===== src/rtl/rtc_ts_capture_pkg.sv =====
// Shared PTP time types and constants for the event timestamp unit.
// Latency: none (types and a combinational helper only).
// Backpressure: not applicable.
package rtc_ts_capture_pkg;

  localparam int PTP_SEC_W = 48;
  localparam int PTP_NS_W  = 32;
  localparam int TS_W      = PTP_SEC_W + PTP_NS_W;
  localparam int CNT_W     = 7;

  // Nanosecond field rolls over at this value; must match the RTC.
  localparam logic [PTP_NS_W-1:0] NS_MODULO = 32'd1_000_000_000;

  typedef struct packed {
    logic [PTP_SEC_W-1:0] sec;
    logic [PTP_NS_W-1:0]  ns;
  } ts_t;

  // Move a captured time back by comp_ns. When the ns field would go negative
  // it borrows one second; seconds wrap modulo 2^48. Sum kept in 33 bits so
  // ns + NS_MODULO cannot overflow before the subtraction.
  function automatic ts_t ts_compensate(input ts_t cap, input logic [PTP_NS_W-1:0] comp_ns);
    logic [PTP_NS_W:0] ns_ext;
    ts_t               res;
    res = cap;
    if (cap.ns >= comp_ns) begin
      ns_ext = {1'b0, cap.ns} - {1'b0, comp_ns};
    end else begin
      ns_ext  = {1'b0, cap.ns} + {1'b0, NS_MODULO} - {1'b0, comp_ns};
      res.sec = cap.sec - 48'd1;
    end
    res.ns = ns_ext[PTP_NS_W-1:0];
    return res;
  endfunction

endpackage


===== src/rtl/rtc_ts_capture_if.sv =====
// CPU-facing timestamp queue interface: pop/flush/clear controls and head entry.
// Latency: none (wires only).
// Backpressure: none; the CPU pops with q_rd, the unit drops captures when full.
//  master: CPU side (drives q_rd, q_flush, q_ovf_clr)
//  slave : timestamp unit (drives q_sec, q_ns, q_empty, q_full, q_cnt, q_ovf)
interface rtc_ts_capture_if;
  import rtc_ts_capture_pkg::*;

  logic                 q_flush;
  logic                 q_rd;
  logic                 q_ovf_clr;
  logic [PTP_SEC_W-1:0] q_sec;
  logic [PTP_NS_W-1:0]  q_ns;
  logic                 q_empty;
  logic                 q_full;
  logic [CNT_W-1:0]     q_cnt;
  logic                 q_ovf;

  modport master (
    output q_flush, q_rd, q_ovf_clr,
    input  q_sec, q_ns, q_empty, q_full, q_cnt, q_ovf
  );

  modport slave (
    input  q_flush, q_rd, q_ovf_clr,
    output q_sec, q_ns, q_empty, q_full, q_cnt, q_ovf
  );

endinterface


===== src/rtl/rtc_ts_capture_fifo.sv =====
// Synchronous FIFO with registered head output, flush and occupancy count.
// Latency: push visible (empty low, dout valid) one cycle after wr.
// Backpressure: push while full is ignored unless a pop happens the same cycle.
//  clk/rst : clock, synchronous active-low reset
//  wr/din  : push request and data;  rd : pop request (ignored when empty)
//  flush   : empty the FIFO, beats wr and rd
//  dout    : registered head entry;  full/empty/cnt : status
module rtc_ts_capture_fifo #(
  parameter int DATA_W = 80,
  parameter int DEPTH  = 8,
  parameter int CNT_W  = 7
) (
  input  logic              clk,
  input  logic              rst,
  input  logic              wr,
  input  logic [DATA_W-1:0] din,
  input  logic              rd,
  input  logic              flush,
  output logic [DATA_W-1:0] dout,
  output logic              full,
  output logic              empty,
  output logic [CNT_W-1:0]  cnt
);

  localparam int AW = $clog2(DEPTH);
  localparam int PW = AW + 1;

  logic [DATA_W-1:0] mem [DEPTH];
  logic [PW-1:0]     wr_ptr, rd_ptr, rd_ptr_inc, occ;
  logic              do_wr, do_rd;

  // Extra pointer MSB tells full from empty; pointers wrap naturally.
  assign occ        = wr_ptr - rd_ptr;
  assign rd_ptr_inc = rd_ptr + PW'(1);
  assign empty      = (wr_ptr == rd_ptr);
  assign full       = (wr_ptr[AW] != rd_ptr[AW]) && (wr_ptr[AW-1:0] == rd_ptr[AW-1:0]);
  assign cnt        = CNT_W'(occ);

  assign do_rd = rd & ~empty;
  assign do_wr = wr & (~full | do_rd);

  always_ff @(posedge clk) begin
    if (do_wr && !flush) begin
      mem[wr_ptr[AW-1:0]] <= din;
    end
  end

  always_ff @(posedge clk) begin
    if (!rst) begin
      wr_ptr <= '0;
      rd_ptr <= '0;
      dout   <= '0;
    end else if (flush) begin
      wr_ptr <= '0;
      rd_ptr <= '0;
    end else begin
      if (do_wr) wr_ptr <= wr_ptr + PW'(1);
      if (do_rd) rd_ptr <= rd_ptr_inc;
      // Head register: after a pop take the next stored entry, or the entry
      // being written if the pop leaves only that one; a push into an empty
      // FIFO loads the head directly.
      if (do_rd) begin
        if (occ == PW'(1)) begin
          if (do_wr) dout <= din;
        end else begin
          dout <= mem[rd_ptr_inc[AW-1:0]];
        end
      end else if (do_wr && empty) begin
        dout <= din;
      end
    end
  end

endmodule


===== src/rtl/rtc_ts_capture.sv =====
// Timestamps qualified edges of an async event with RTC time, minus a fixed latency.
// Latency: edge on event_in to queue non-empty <= 6 clk (3 sync + 3 pipeline).
// Backpressure: none upstream; captures arriving at a full queue are dropped, q_ovf set.
//  clk/rst            : clock shared with the RTC, synchronous active-low reset
//  time_ptp_sec/_ns   : live RTC time
//  event_in           : asynchronous event level
//  cap_en / cap_edge  : capture enable, edge select (0 rising, 1 falling)
//  qif (slave)        : CPU queue port (pop, flush, overflow clear, head, status)
module rtc_ts_capture
  import rtc_ts_capture_pkg::*;
#(
  parameter int                  FIFO_DEPTH = 8,
  parameter logic [PTP_NS_W-1:0] COMP_NS    = 32'd3
) (
  input  logic                 clk,
  input  logic                 rst,
  input  logic [PTP_SEC_W-1:0] time_ptp_sec,
  input  logic [PTP_NS_W-1:0]  time_ptp_ns,
  input  logic                 event_in,
  input  logic                 cap_en,
  input  logic                 cap_edge,
  rtc_ts_capture_if.slave      qif
);

  logic s1, s2, s3;
  logic edge_hit, det;
  logic cap_v, k_v;
  ts_t  cap_ts, k_ts, head_ts;
  logic fifo_full, fifo_empty;
  logic [CNT_W-1:0] fifo_cnt;
  logic ovf_q, drop;

  // s1 is the metastability flop; edges are judged on s2/s3. The chain runs
  // regardless of cap_en so enabling mid-level never fakes an edge.
  always_ff @(posedge clk) begin
    if (!rst) begin
      s1 <= 1'b0;
      s2 <= 1'b0;
      s3 <= 1'b0;
    end else begin
      s1 <= event_in;
      s2 <= s1;
      s3 <= s2;
    end
  end

  assign edge_hit = cap_edge ? (~s2 & s3) : (s2 & ~s3);
  assign det      = edge_hit & cap_en;

  // Capture stage then compensation stage; flush kills both valids.
  always_ff @(posedge clk) begin
    if (!rst) begin
      cap_v  <= 1'b0;
      cap_ts <= '0;
      k_v    <= 1'b0;
      k_ts   <= '0;
    end else begin
      cap_v <= det & ~qif.q_flush;
      k_v   <= cap_v & ~qif.q_flush;
      if (det)   cap_ts <= '{sec: time_ptp_sec, ns: time_ptp_ns};
      if (cap_v) k_ts   <= ts_compensate(cap_ts, COMP_NS);
    end
  end

  // A full queue still accepts a push when the CPU pops in the same cycle.
  assign drop = k_v & fifo_full & ~qif.q_rd & ~qif.q_flush;

  always_ff @(posedge clk) begin
    if (!rst) begin
      ovf_q <= 1'b0;
    end else begin
      ovf_q <= drop | (ovf_q & ~qif.q_ovf_clr);
    end
  end

  rtc_ts_capture_fifo #(
    .DATA_W (TS_W),
    .DEPTH  (FIFO_DEPTH),
    .CNT_W  (CNT_W)
  ) u_fifo (
    .clk   (clk),
    .rst   (rst),
    .wr    (k_v),
    .din   (k_ts),
    .rd    (qif.q_rd),
    .flush (qif.q_flush),
    .dout  (head_ts),
    .full  (fifo_full),
    .empty (fifo_empty),
    .cnt   (fifo_cnt)
  );

  assign qif.q_sec   = head_ts.sec;
  assign qif.q_ns    = head_ts.ns;
  assign qif.q_empty = fifo_empty;
  assign qif.q_full  = fifo_full;
  assign qif.q_cnt   = fifo_cnt;
  assign qif.q_ovf   = ovf_q;

endmodule


===== src/flat_wrapper.sv =====
// flat-port wrapper written by rule: the top's interface ports become plain ports
module rtc_ts_capture_flat import rtc_ts_capture_pkg::*;
#(
  parameter int                  FIFO_DEPTH = 8,
  parameter logic [PTP_NS_W-1:0] COMP_NS    = 32'd3
)
  (clk, rst, time_ptp_sec, time_ptp_ns, event_in, cap_en, cap_edge, qif_q_flush, qif_q_rd, qif_q_ovf_clr, qif_q_sec, qif_q_ns, qif_q_empty, qif_q_full, qif_q_cnt, qif_q_ovf);
  rtc_ts_capture_if qif_i ();
  input  logic clk;
  input  logic rst;
  input  logic [PTP_SEC_W-1:0] time_ptp_sec;
  input  logic [PTP_NS_W-1:0] time_ptp_ns;
  input  logic event_in;
  input  logic cap_en;
  input  logic cap_edge;
  input wire logic [$bits(qif_i.q_flush)-1:0] qif_q_flush;
  input wire logic [$bits(qif_i.q_rd)-1:0] qif_q_rd;
  input wire logic [$bits(qif_i.q_ovf_clr)-1:0] qif_q_ovf_clr;
  output wire logic [$bits(qif_i.q_sec)-1:0] qif_q_sec;
  output wire logic [$bits(qif_i.q_ns)-1:0] qif_q_ns;
  output wire logic [$bits(qif_i.q_empty)-1:0] qif_q_empty;
  output wire logic [$bits(qif_i.q_full)-1:0] qif_q_full;
  output wire logic [$bits(qif_i.q_cnt)-1:0] qif_q_cnt;
  output wire logic [$bits(qif_i.q_ovf)-1:0] qif_q_ovf;
  assign qif_i.q_flush = qif_q_flush;
  assign qif_i.q_rd = qif_q_rd;
  assign qif_i.q_ovf_clr = qif_q_ovf_clr;
  assign qif_q_sec = qif_i.q_sec;
  assign qif_q_ns = qif_i.q_ns;
  assign qif_q_empty = qif_i.q_empty;
  assign qif_q_full = qif_i.q_full;
  assign qif_q_cnt = qif_i.q_cnt;
  assign qif_q_ovf = qif_i.q_ovf;
  rtc_ts_capture #(.FIFO_DEPTH(FIFO_DEPTH), .COMP_NS(COMP_NS)) u_core (.clk(clk), .rst(rst), .time_ptp_sec(time_ptp_sec), .time_ptp_ns(time_ptp_ns), .event_in(event_in), .cap_en(cap_en), .cap_edge(cap_edge), .qif(qif_i));
endmodule

===== config.mk =====
export PLATFORM = sky130hd
export DESIGN_NAME = rtc_ts_capture_flat
export DESIGN_NICKNAME = d
export VERILOG_FILES = /design/src/rtl/rtc_ts_capture_pkg.sv /design/src/rtl/rtc_ts_capture_if.sv /design/src/rtl/rtc_ts_capture_fifo.sv /design/src/rtl/rtc_ts_capture.sv /design/src/flat_wrapper.sv
export SDC_FILE = /design/constraint.sdc
export NUM_CORES = 1
export LEC_CHECK = 0
export BUFFER_PORTS_ARGS = -buffer_cell sky130_fd_sc_hd__buf_2
export CAP_MARGIN = 20
export CORE_UTILIZATION = 45
export CTS_BUF_LIST = sky130_fd_sc_hd__clkbuf_4 sky130_fd_sc_hd__clkbuf_8 sky130_fd_sc_hd__clkbuf_16
export DETAILED_ROUTE_END_ITERATION = 10
export PLACE_DENSITY = 0.72
export SLEW_MARGIN = 20
export SYNTH_ARGS = -nofsm -noshare
export SYNTH_HDL_FRONTEND = slang
export SYNTH_SLANG_ARGS = --single-unit
export TNS_END_PERCENT = 10

===== constraint.sdc =====
create_clock -name clk -period 9.1 [get_ports clk]
set_clock_uncertainty 0.1 [all_clocks]
set_input_delay 1.365 -clock clk [delete_from_list [all_inputs] [get_ports clk]]
set_output_delay 1.365 -clock clk [all_outputs]
set_load 0.01 [all_outputs]

==> flow_metrics.env <==
export IMPL_met1_length_mm=35.4
export IMPL_ys_ff_latch=894
export IMPL_drive_above_1_share_pct=22.0
export IMPL_r2r_start="u_core.u_fifo.rd_ptr[2]"
export IMPL_cts_sinks=894
export IMPL_antenna_cells=0
export IMPL_drv_cap=0
export IMPL_clockBufferDepth=3
export IMPL_path_clk_slew_ns=0.06
export IMPL_worst_ep_required_time_ns=9.54
export IMPL_clock_fmax_mhz=216
export IMPL_synth_edff_count=640
export IMPL_met2_length_mm=43.1
export IMPL_min_from="u_core.s1"
export IMPL_wl_per_cell_um=25.0
export IMPL_grt_pass1_wl_mm=134
export IMPL_dieHeight_um=280
export IMPL_slew_headroom_pct=26.3
export IMPL_synth_cells=2288
export IMPL_nets=2528
export IMPL_crit_slowest_cell="clkinv_2"
export IMPL_dp_hpwl_mm=49.9
export IMPL_irDropWorstVdd_mv=0.126
export IMPL_start_util_pct=45.7
export IMPL_cts_hold_buffers=0
export IMPL_cp_num_buf_inv=4
export IMPL_port_buffers=174
export IMPL_drt_total_wl_mm=88.4
export IMPL_gp_congestion=0.847
export IMPL_synthArstFlopShare_pct=0
export IMPL_final_common_cell="edfxtp_1"
export IMPL_cts_tree="yes"
export IMPL_critical_path_class="input port to register"
export IMPL_crit_path_frequent_cell="buf_4"
export IMPL_cellLeakagePower_nw=13.9
export IMPL_ys_seq_area_share_pct=69.7
export IMPL_core_region_area_um2=76300
export IMPL_comb_power_share_pct=4.0
export IMPL_syn_area_per_cell_um2=15.2
export IMPL_tightestPinTransition_ns=1.11
export IMPL_power_frac_clock_pct=43.4
export IMPL_drc_errors=0
export IMPL_num_vias=21300
export IMPL_final_setup_viol_count=0
export IMPL_die_area_um2=78600
export IMPL_rsz0062_at_grt="no"
export IMPL_grt_usage_pct=22.7
export IMPL_slew_violations=0
export IMPL_routed_wl_met3_mm=7.20
export IMPL_clk_latency_ns=0.64
export IMPL_rows=101
export IMPL_cts_buffers=87
export IMPL_grt_pass1_vias=21700
export IMPL_switching_share_pct=21.1
export IMPL_status="complete, no violations"
export IMPL_post_cts_buffers=0
export IMPL_ys_types=58
export IMPL_synth_ff_type="edfxtp_1"
export IMPL_tns_ns=0
export IMPL_root_buffer="clkbuf_16"
export IMPL_p_switching_w=0.00174
export IMPL_critPathMaxStageDelay_ns=0.92
export IMPL_io_pin_count=178
export IMPL_postRouteAntennaNets=0
export IMPL_top_layer="met5"
export IMPL_hold_path_class="register to register"
export IMPL_grt_max_degree=121
export IMPL_drt_first_iter_violations=2312
export IMPL_areaGrowthSynthToFinish_pct=13.9
export IMPL_startpoint_type="input port"
export IMPL_drt_pass1_iterations=7
export IMPL_power_frac_seq_pct=52.6
export IMPL_fin_area_um2=39700
export IMPL_internal_power_w=0.00651
export IMPL_syn_area_um2=34900
export IMPL_hold_viol=0
export IMPL_holdWs_ns=0.350
export IMPL_min_period_over_period_pct=50.8
export IMPL_crit_chain="buf_2 > buf_4 > clkinv_2 > a21oi_1 > o21a_4 > buf_4 > o2bb2ai_1"
export IMPL_vias_per_cell=6.02
export IMPL_layout_common_cells="edfxtp_1 (640), dfxtp_1 (252), nand2_1 (181), buf_2 (174), mux4_2 (160)"
export IMPL_dpl_cell_area_um2=36900
export IMPL_yosys_warnings=0
export IMPL_grt_overflow_total=0
export IMPL_fin_crit_ns=4.63
export IMPL_critPathLaunch="rst"
export IMPL_cp_top_family="buffers and inverters"
export IMPL_critPathArrivalTime_ns=5.07
export IMPL_finish_utilization_pct=52.1
export IMPL_r2r_slack_ns=4.86
export IMPL_cts_resized=0
export IMPL_antenna_found_initial=1
export IMPL_fin_total_pwr_w=0.00825
export IMPL_power_density_nw_per_um2=208
export IMPL_end_kind="register"
export IMPL_die_w_um=280
export IMPL_cp_max_fo=82
export IMPL_htree_levels=3
==> state kept, by name, summed over array words and instances (netlist names) <==
| signal | cells |
|---|---|
| u_core.cap_ts | 80 |
| u_core.k_ts | 80 |
| u_core.k_v | 1 |
| u_core.qif.q_ovf | 1 |
| u_core.s3 | 1 |
| u_core.u_fifo.rd_ptr | 4 |
| u_core.u_fifo.wr_ptr | 4 |
| u_core.u_fifo.dout | 80 |
| u_core.s2 | 1 |
| u_core.u_fifo.mem | 640 |
| u_core.cap_v | 1 |
| u_core.s1 | 1 |
==> layer usage <==
metal  GRT usage, %  up-vias
met3           4.40      174
met5              0        -
li1               -     9241
met2           37.3     1018
met1           30.1    10800
met4           7.80        2
==> power groups by stage <==
stage | clock network [W] | logic, W | registers, W
3_5_place_dp | 0 | 0.000321 | 0.00443
2_1_floorplan | 0 | 0.000211 | 0.00442
3_3_place_gp | 0 | 0.000314 | 0.00443
5_1_grt | 0.00378 | 0.000353 | 0.00434
4_1_cts | 0.00362 | 0.000323 | 0.00434
6_report | 0.00358 | 0.000329 | 0.00434
==> cell type report <==
class                      count  area (um2)
fill                        6170       36600
sequential                   894       24300
multi-input combinational   1223       10100
clock buffer                 114        2460
tap                         1030        1290
timing repair buffer         210        1170
clock inverter                45         394
inverter                      16        61.3
==> Yosys cell counts, types with 23 or more instances <==
master / instances / share of area (%)
nor2b_1: 83 / 1.5
nor3_1: 23 / 0.33
o21ai_0: 148 / 2.1
xor2_1: 33 / 0.83
buf_1: 26 / 0.28
o2bb2ai_1: 80 / 2.0
nor2_1: 53 / 0.57
xnor2_1: 25 / 0.63
nand2_1: 181 / 1.9
nand3_1: 26 / 0.37
clkbuf_1: 125 / 1.3
a21oi_1: 129 / 1.9
dfxtp_1: 254 / 15
edfxtp_1: 640 / 55
a211oi_1: 89 / 1.9
mux4_2: 160 / 10
==> worst register-to-register path, stage by stage (launching register included) <==
cell,delay (ns)
dfxtp_1,0.45
inv_1,0.12
ha_1,0.36
nand2_1,0.11
or3_1,0.14
o21ai_1,0.19
or3_1,0.53
nor2_4,0.65
buf_4,0.55
buf_4,0.63
==> path summary, 6_finish.rpt <==
| path | to | depth (start not counted) |
|---|---|---|
| min reg2reg | u_core.s2 | 1 |
| max reg2reg | u_core.u_fifo.mem[3][52] | 9 |
| max | u_core.u_fifo.dout[51] | 7 |
| min | u_core.s2 | 1 |
==> cells by family after synthesis <==
kind of cell / share of synthesized area, %
other: 0.0108
AO/OA/AOI/OAI: 9.16
buffers and inverters: 1.90
flip-flops: 69.7
XOR/XNOR: 1.46
adder cells (fa/ha/maj): 0.308
AND/OR/NAND/NOR: 7.03
multiplexers: 10.4
==> stage by stage <==
stage / worst slack, ns / std cells
3_5_place_dp: 3.88 / 3372
3_3_place_gp: 3.97 / 3372
4_1_cts: 4.51 / 3531
6_report: 4.47 / 3532
5_1_grt: 4.31 / 3532
2_1_floorplan: 1.04 / 2290
(Power assumes the default switching activity.)
